==> config.mk <==
export PLATFORM = sky130hd
export DESIGN_NAME = tick_scheduler
export DESIGN_NICKNAME = d
export VERILOG_FILES = /design/src/rtl/tick_scheduler.sv
export SDC_FILE = /design/constraint.sdc
export NUM_CORES = 1
export LEC_CHECK = 0
export CORE_ASPECT_RATIO = 1.2
export CORE_MARGIN = 4
export CORE_UTILIZATION = 35
export DETAILED_ROUTE_END_ITERATION = 8
export DONT_BUFFER_PORTS = 1
export PLACE_DENSITY_LB_ADDON = 0.12
export SYNTH_ARGS = -nofsm -noshare
export SYNTH_HDL_FRONTEND = slang
export SYNTH_SLANG_ARGS = --single-unit
==> constraint.sdc <==
create_clock -name clk -period 2.95 [get_ports clk]
set_clock_uncertainty 0.1 [all_clocks]
set_input_delay 0.7375 -clock clk [delete_from_list [all_inputs] [get_ports clk]]
set_output_delay 0.7375 -clock clk [all_outputs]
set_load 0.02 [all_outputs]
==> src/rtl/tick_scheduler.sv <==
// Four-channel periodic tick generator with a round-robin event offer port.
// Each expiry pulses tick and queues a pending event; repeats while pending flag overrun.
module tick_scheduler #(
    parameter int NUM_CH = 4,
    parameter int DW     = 27
) (
    input  logic              clk,
    input  logic              reset,
    input  logic              cfg_we,
    input  logic [1:0]        cfg_ch,
    input  logic [DW-1:0]     cfg_delay,
    input  logic              cfg_run,
    output logic [NUM_CH-1:0] tick,
    output logic              evt_valid,
    output logic [1:0]        evt_ch,
    input  logic              evt_ready,
    output logic [NUM_CH-1:0] overrun,
    input  logic              clr_overrun
);

    typedef enum logic {IDLE, OFFER} state_e;

    state_e            state_q, state_d;
    logic [DW-1:0]     delay_q [NUM_CH];
    logic [DW-1:0]     delay_d [NUM_CH];
    logic [DW-1:0]     count_q [NUM_CH];
    logic [DW-1:0]     count_d [NUM_CH];
    logic [NUM_CH-1:0] run_q, run_d;
    logic [NUM_CH-1:0] pending_q, pending_d;
    logic [NUM_CH-1:0] overrun_q, overrun_d;
    logic [NUM_CH-1:0] tick_q, tick_d;
    logic [1:0]        evt_ch_q, evt_ch_d;
    logic [1:0]        rr_ptr_q, rr_ptr_d;
    logic [NUM_CH-1:0] wr_sel, hs_sel, expire;
    logic              hs;
    logic              found;
    logic [1:0]        idx;

    assign tick      = tick_q;
    assign evt_valid = (state_q == OFFER);
    assign evt_ch    = evt_ch_q;
    assign overrun   = overrun_q;

    always_comb begin
        hs        = (state_q == OFFER) && evt_ready;
        wr_sel    = '0;
        hs_sel    = '0;
        expire    = '0;
        run_d     = run_q;
        pending_d = pending_q;
        overrun_d = overrun_q;
        tick_d    = '0;
        for (int i = 0; i < NUM_CH; i++) begin
            delay_d[i] = delay_q[i];
            count_d[i] = count_q[i];
            wr_sel[i]  = cfg_we && (cfg_ch == 2'(i));
            hs_sel[i]  = hs && (evt_ch_q == 2'(i));
            // A write to the channel pre-empts its own expiry.
            expire[i]  = run_q[i] && (count_q[i] == '0) && !wr_sel[i];
            tick_d[i]  = expire[i];
            if (wr_sel[i]) begin
                delay_d[i] = cfg_delay;
                count_d[i] = cfg_delay;
                run_d[i]   = cfg_run;
            end else if (expire[i]) begin
                count_d[i] = delay_q[i];
            end else if (run_q[i]) begin
                count_d[i] = count_q[i] - 1'b1;
            end
            if (wr_sel[i]) begin
                pending_d[i] = 1'b0;
            end else if (expire[i]) begin
                pending_d[i] = 1'b1;
            end else if (hs_sel[i]) begin
                pending_d[i] = 1'b0;
            end
            overrun_d[i] = (overrun_q[i] && !clr_overrun)
                         || (expire[i] && pending_q[i] && !hs_sel[i]);
        end
    end

    always_comb begin
        state_d  = state_q;
        evt_ch_d = evt_ch_q;
        rr_ptr_d = rr_ptr_q;
        found    = 1'b0;
        idx      = rr_ptr_q;
        unique case (state_q)
            IDLE: begin
                for (int k = 0; k < NUM_CH; k++) begin
                    idx = rr_ptr_q + 2'(k);
                    if (!found && pending_q[idx]) begin
                        found    = 1'b1;
                        evt_ch_d = idx;
                        state_d  = OFFER;
                    end
                end
            end
            OFFER: begin
                if (evt_ready) begin
                    state_d  = IDLE;
                    rr_ptr_d = evt_ch_q + 2'd1;
                end
            end
        endcase
    end

    always_ff @(posedge clk) begin
        if (reset) begin
            state_q   <= IDLE;
            run_q     <= '0;
            pending_q <= '0;
            overrun_q <= '0;
            tick_q    <= '0;
            evt_ch_q  <= '0;
            rr_ptr_q  <= '0;
            for (int i = 0; i < NUM_CH; i++) begin
                delay_q[i] <= '0;
                count_q[i] <= '0;
            end
        end else begin
            state_q   <= state_d;
            run_q     <= run_d;
            pending_q <= pending_d;
            overrun_q <= overrun_d;
            tick_q    <= tick_d;
            evt_ch_q  <= evt_ch_d;
            rr_ptr_q  <= rr_ptr_d;
            for (int i = 0; i < NUM_CH; i++) begin
                delay_q[i] <= delay_d[i];
                count_q[i] <= count_d[i];
            end
        end
    end

endmodule
==> reports/results.tsv <==
stage	metric	value	unit
yosys	synth_cells	1464	
final_layout	antennaDiodeCount	0	
place	detailed_place_hpwl	24.9	mm
yosys	async_flop_share	0	%
yosys	synth.distinct_cells	66	
final_layout	postLayoutCoreUtil	39.5	%
clock_tree	cts_inserted_buffers	27	
timing	fin_crit_sh	94.6	%
final_layout	layout.filler_cells	3356	
global_routing	grtUsageTotal	20.8	%
clock_tree	number_of_gates_resized_after_cts	0	
yosys	synth_top_flop_cell	dfxtp_1	
critical_path	timing.critical_path.required	3.31	ns
global_routing	globalRouteOverflowTotal	0	
final_layout	finalNonFillerCells	1869	
global_routing	number_of_antenna_violations_at_the_first_check_in_global_routing	1	
place	finalWeightedCongestion	0.792	
route	dr.first_iter.drc_count	839	
yosys	postSynthRegisterBits	237	
yosys	syn_area_per_cell	7.84	um^2
global_routing	first_global_vias	9981	
route	post-route-drc-count	0	
route	num_vias	10400	
worst_hold_path	min-delay-path-class	in -> reg	
clock_tree	clk_pin_slew_worst_paths	0.06	ns
timing	slew_violations	0	
clock_tree	insertion_delay	0.55	ns
final_layout	layout.cell_area.non_filler	12800	um^2
critical_path	critical_path_class	reg -> reg	
global_routing	grt_max_degree	245	
route	wire_per_inst	20.3	um
clock_tree	ctsHoldBuffers	0	
timing	max_slew_margin	44.9	%
final_layout	post_layout_nets	1486	
clock_tree	clock_sink_count	237	
critical_path	critical_path.startpoint_type	flop	
floorplan	chipWidth	173	um
critical_path	worst-r2r-cell-count	7	
critical_path	worst_ep_arrival_time	3.15	ns
timing	finalHoldViolCount	0	
floorplan	die_area	35800	um^2
floorplan	placeable_core_area	32300	um^2
flow_run	max_cap_viol	0	
final_layout	areaGrowthSynthToFinish	11.3	%
place	numPlacedInstances	1821	
clock_tree	cts_root_buf	clkbuf_16	
yosys	count_of_synthesis_stage_warnings_from_yosys	0	
route	router_iterations_before_antenna_repair	5	
clock_tree	cts_post_setup_buffers_inserted	0	
timing	fin_tns_setup	0	ns
timing	minimum_clock_period_after_layout	2.79	ns
yosys	syn-num-nets	1507	
yosys	synth_enable_flop_cells	0	
status	run_status	complete, no violations	
yosys	syn-cell-area	11500	um^2
clock_tree	clock_tree.htree_level_count	1	
timing	tightestPinTransition	0.824	ns
global_routing	grt_pass1_wl	59.1	mm
worst_hold_path	worstHoldPathCells	1	
pwr	total_leakage_power	4.58	nW
floorplan	fp.dieH	206	um
floorplan	effective_utilization_at_floorplan	35.5	%
timing	report.final.setup_viol	0	
critical_path	path_max_fanout	16	
timing	max_clock_freq	0.358	GHz
place	buffers_on_ports	0	
pwr	powerDensity	645	nW/um^2
timing	grt_setup_unrepaired	false	
route	routed_wirelength	37.9	mm
floorplan	design.portCount	46	
floorplan	number_of_placement_rows	72	
route	drtAntennaViolNets	0	
yosys	ys_seq_area_share	41.3	%
clock_tree	tritoncts	done	
route	routed_via_density	5.58	
clock_tree	clockBufferDepth	3	
place	standard_cell_area_after_detailed_placement	12000	um^2
pwr	worst_vdd_ir	303	uV
final_layout	final_layout_size_suffix_gt1_share	8.00	%
critical_path	worst_setup_ep_type	flop	
==> synth_stat cells, types with 6 or more instances <==
| cell | number | share of area, % |
|---|---|---|
| a211oi_1 | 6 | 0.39 |
| a21boi_0 | 56 | 3.7 |
| a21oi_1 | 148 | 6.5 |
| a31oi_1 | 30 | 1.6 |
| clkbuf_1 | 83 | 2.7 |
| dfxtp_1 | 237 | 41 |
| ha_1 | 8 | 0.87 |
| inv_1 | 17 | 0.56 |
| mux2i_1 | 7 | 0.61 |
| nand2_1 | 299 | 9.8 |
| nand2b_1 | 13 | 0.71 |
| nand3_1 | 22 | 0.96 |
| nand4_1 | 13 | 0.71 |
| nor2_1 | 94 | 3.1 |
| nor3_1 | 49 | 2.1 |
| nor3b_1 | 6 | 0.39 |
| nor4_1 | 30 | 1.6 |
| o211ai_1 | 29 | 1.9 |
| o21ai_0 | 62 | 2.7 |
| o21ai_1 | 13 | 0.57 |
| o221ai_1 | 6 | 0.46 |
| o22ai_1 | 28 | 1.5 |
| o32ai_1 | 10 | 0.76 |
| or3_1 | 12 | 0.65 |
| or4_1 | 15 | 0.98 |
| xnor2_1 | 35 | 2.7 |
| xor2_1 | 44 | 3.4 |
==> per-stage QoR <==
stage / setup slack (ns) / total power [mW] / hold slack, ns
floorplan: 0.289 / 4.74 / 0.331
global placement: 0.288 / 5.11 / 0.336
detailed placement: 0.234 / 5.10 / 0.340
CTS: 0.203 / 8.32 / 0.156
global route: 0.0304 / 8.65 / 0.150
finish: 0.158 / 8.24 / 0.190
==> final timing paths <==
path	slack, ns	endpoint	startpoint
setup / recovery	0.16	overrun[3]	count_q[3][19]
hold / removal	0.19	delay_q[2][24]	reset
hold reg to reg	0.35	delay_q[3][21]	delay_q[3][21]
setup reg to reg	0.16	overrun[3]	count_q[3][19]
==> cell usage in the layout, fill, tap and decap left out, drive strengths merged, types with 3 or more instances in the layout <==
master   count
nand2      301
dfxtp      237
a21oi      148
nor2        95
o21ai       77
a21boi      56
nor3        51
buf         46
xor2        44
clkbuf      42
nor4        36
xnor2       35
a31oi       30
o211ai      29
o22ai       28
nand3       22
inv         17
or4         17
nand4       13
nand2b      13
or3         13
o32ai       10
ha           8
mux2i        7
a211oi       7
o221ai       6
clkinv       6
nor3b        6
or3b         5
nand3b       5
a311oi       5
a21o         5
a221oi       5
or2          5
o2111ai      4
nand4b       4
and2         3
and4         3
nor2b        3
==> final cells by class <==
type                       instances  area (um^2)  area share [%]
inverter                          17         63.8           0.500
clock inverter                     6         30.0           0.235
clock buffer                      42          792            6.20
tap                              407          509            3.99
multi-input combinational       1114         6290            49.2
sequential                       237         4740            37.1
timing repair buffer              46          345            2.70
==> power by group <==
part / internal, mW / total (mW) / switching [mW] / leakage (nW)
Sequential: 3.34 / 3.49 / 0.148 / 1.93
Combinational: 0.646 / 1.55 / 0.909 / 2.25
Clock: 1.83 / 3.19 / 1.37 / 0.410
Total: 5.82 / 8.24 / 2.42 / 4.58
==> registers in the layout (all words and copies together), names as in the netlist <==
| signal | cells |
|---|---|
| count_q | 108 |
| overrun | 4 |
| run_q | 4 |
| pending_q | 4 |
| rr_ptr_q | 2 |
| evt_valid | 1 |
| delay_q | 108 |
| evt_ch | 2 |
| tick | 4 |
==> critical path, stage by stage (launching register included) <==
cell,delay [ns]
dfxtp_1,0.35
or4_1,0.62
nor4_2,0.40
nand3_1,0.22
buf_4,0.25
nor2_2,0.33
nand3_1,0.22
a21oi_1,0.20
==> per-layer routing <==
layer  track usage [%]  share of wire (%)
met1              28.2                 47
met2              34.5                 46
met3              2.62                4.5
met4              6.42                2.7
met5                 0                  0
==> kinds of logic (layout without fill, tap and decap cells) <==
family                     Yosys count  after routing  synth area share (%)
muxes                                7              7                 0.610
and+or+nand+nor                    601            601                  24.8
DFF                                237            237                  41.3
AOI/OAI and AO/OA                  419            419                  22.4
buffers and inverters              113            111                  3.98
adders and majority gates            8              8                 0.872
xor gates and xnor gates            79             79                  6.03
Note: power is estimated with default switching activity, not from simulation.
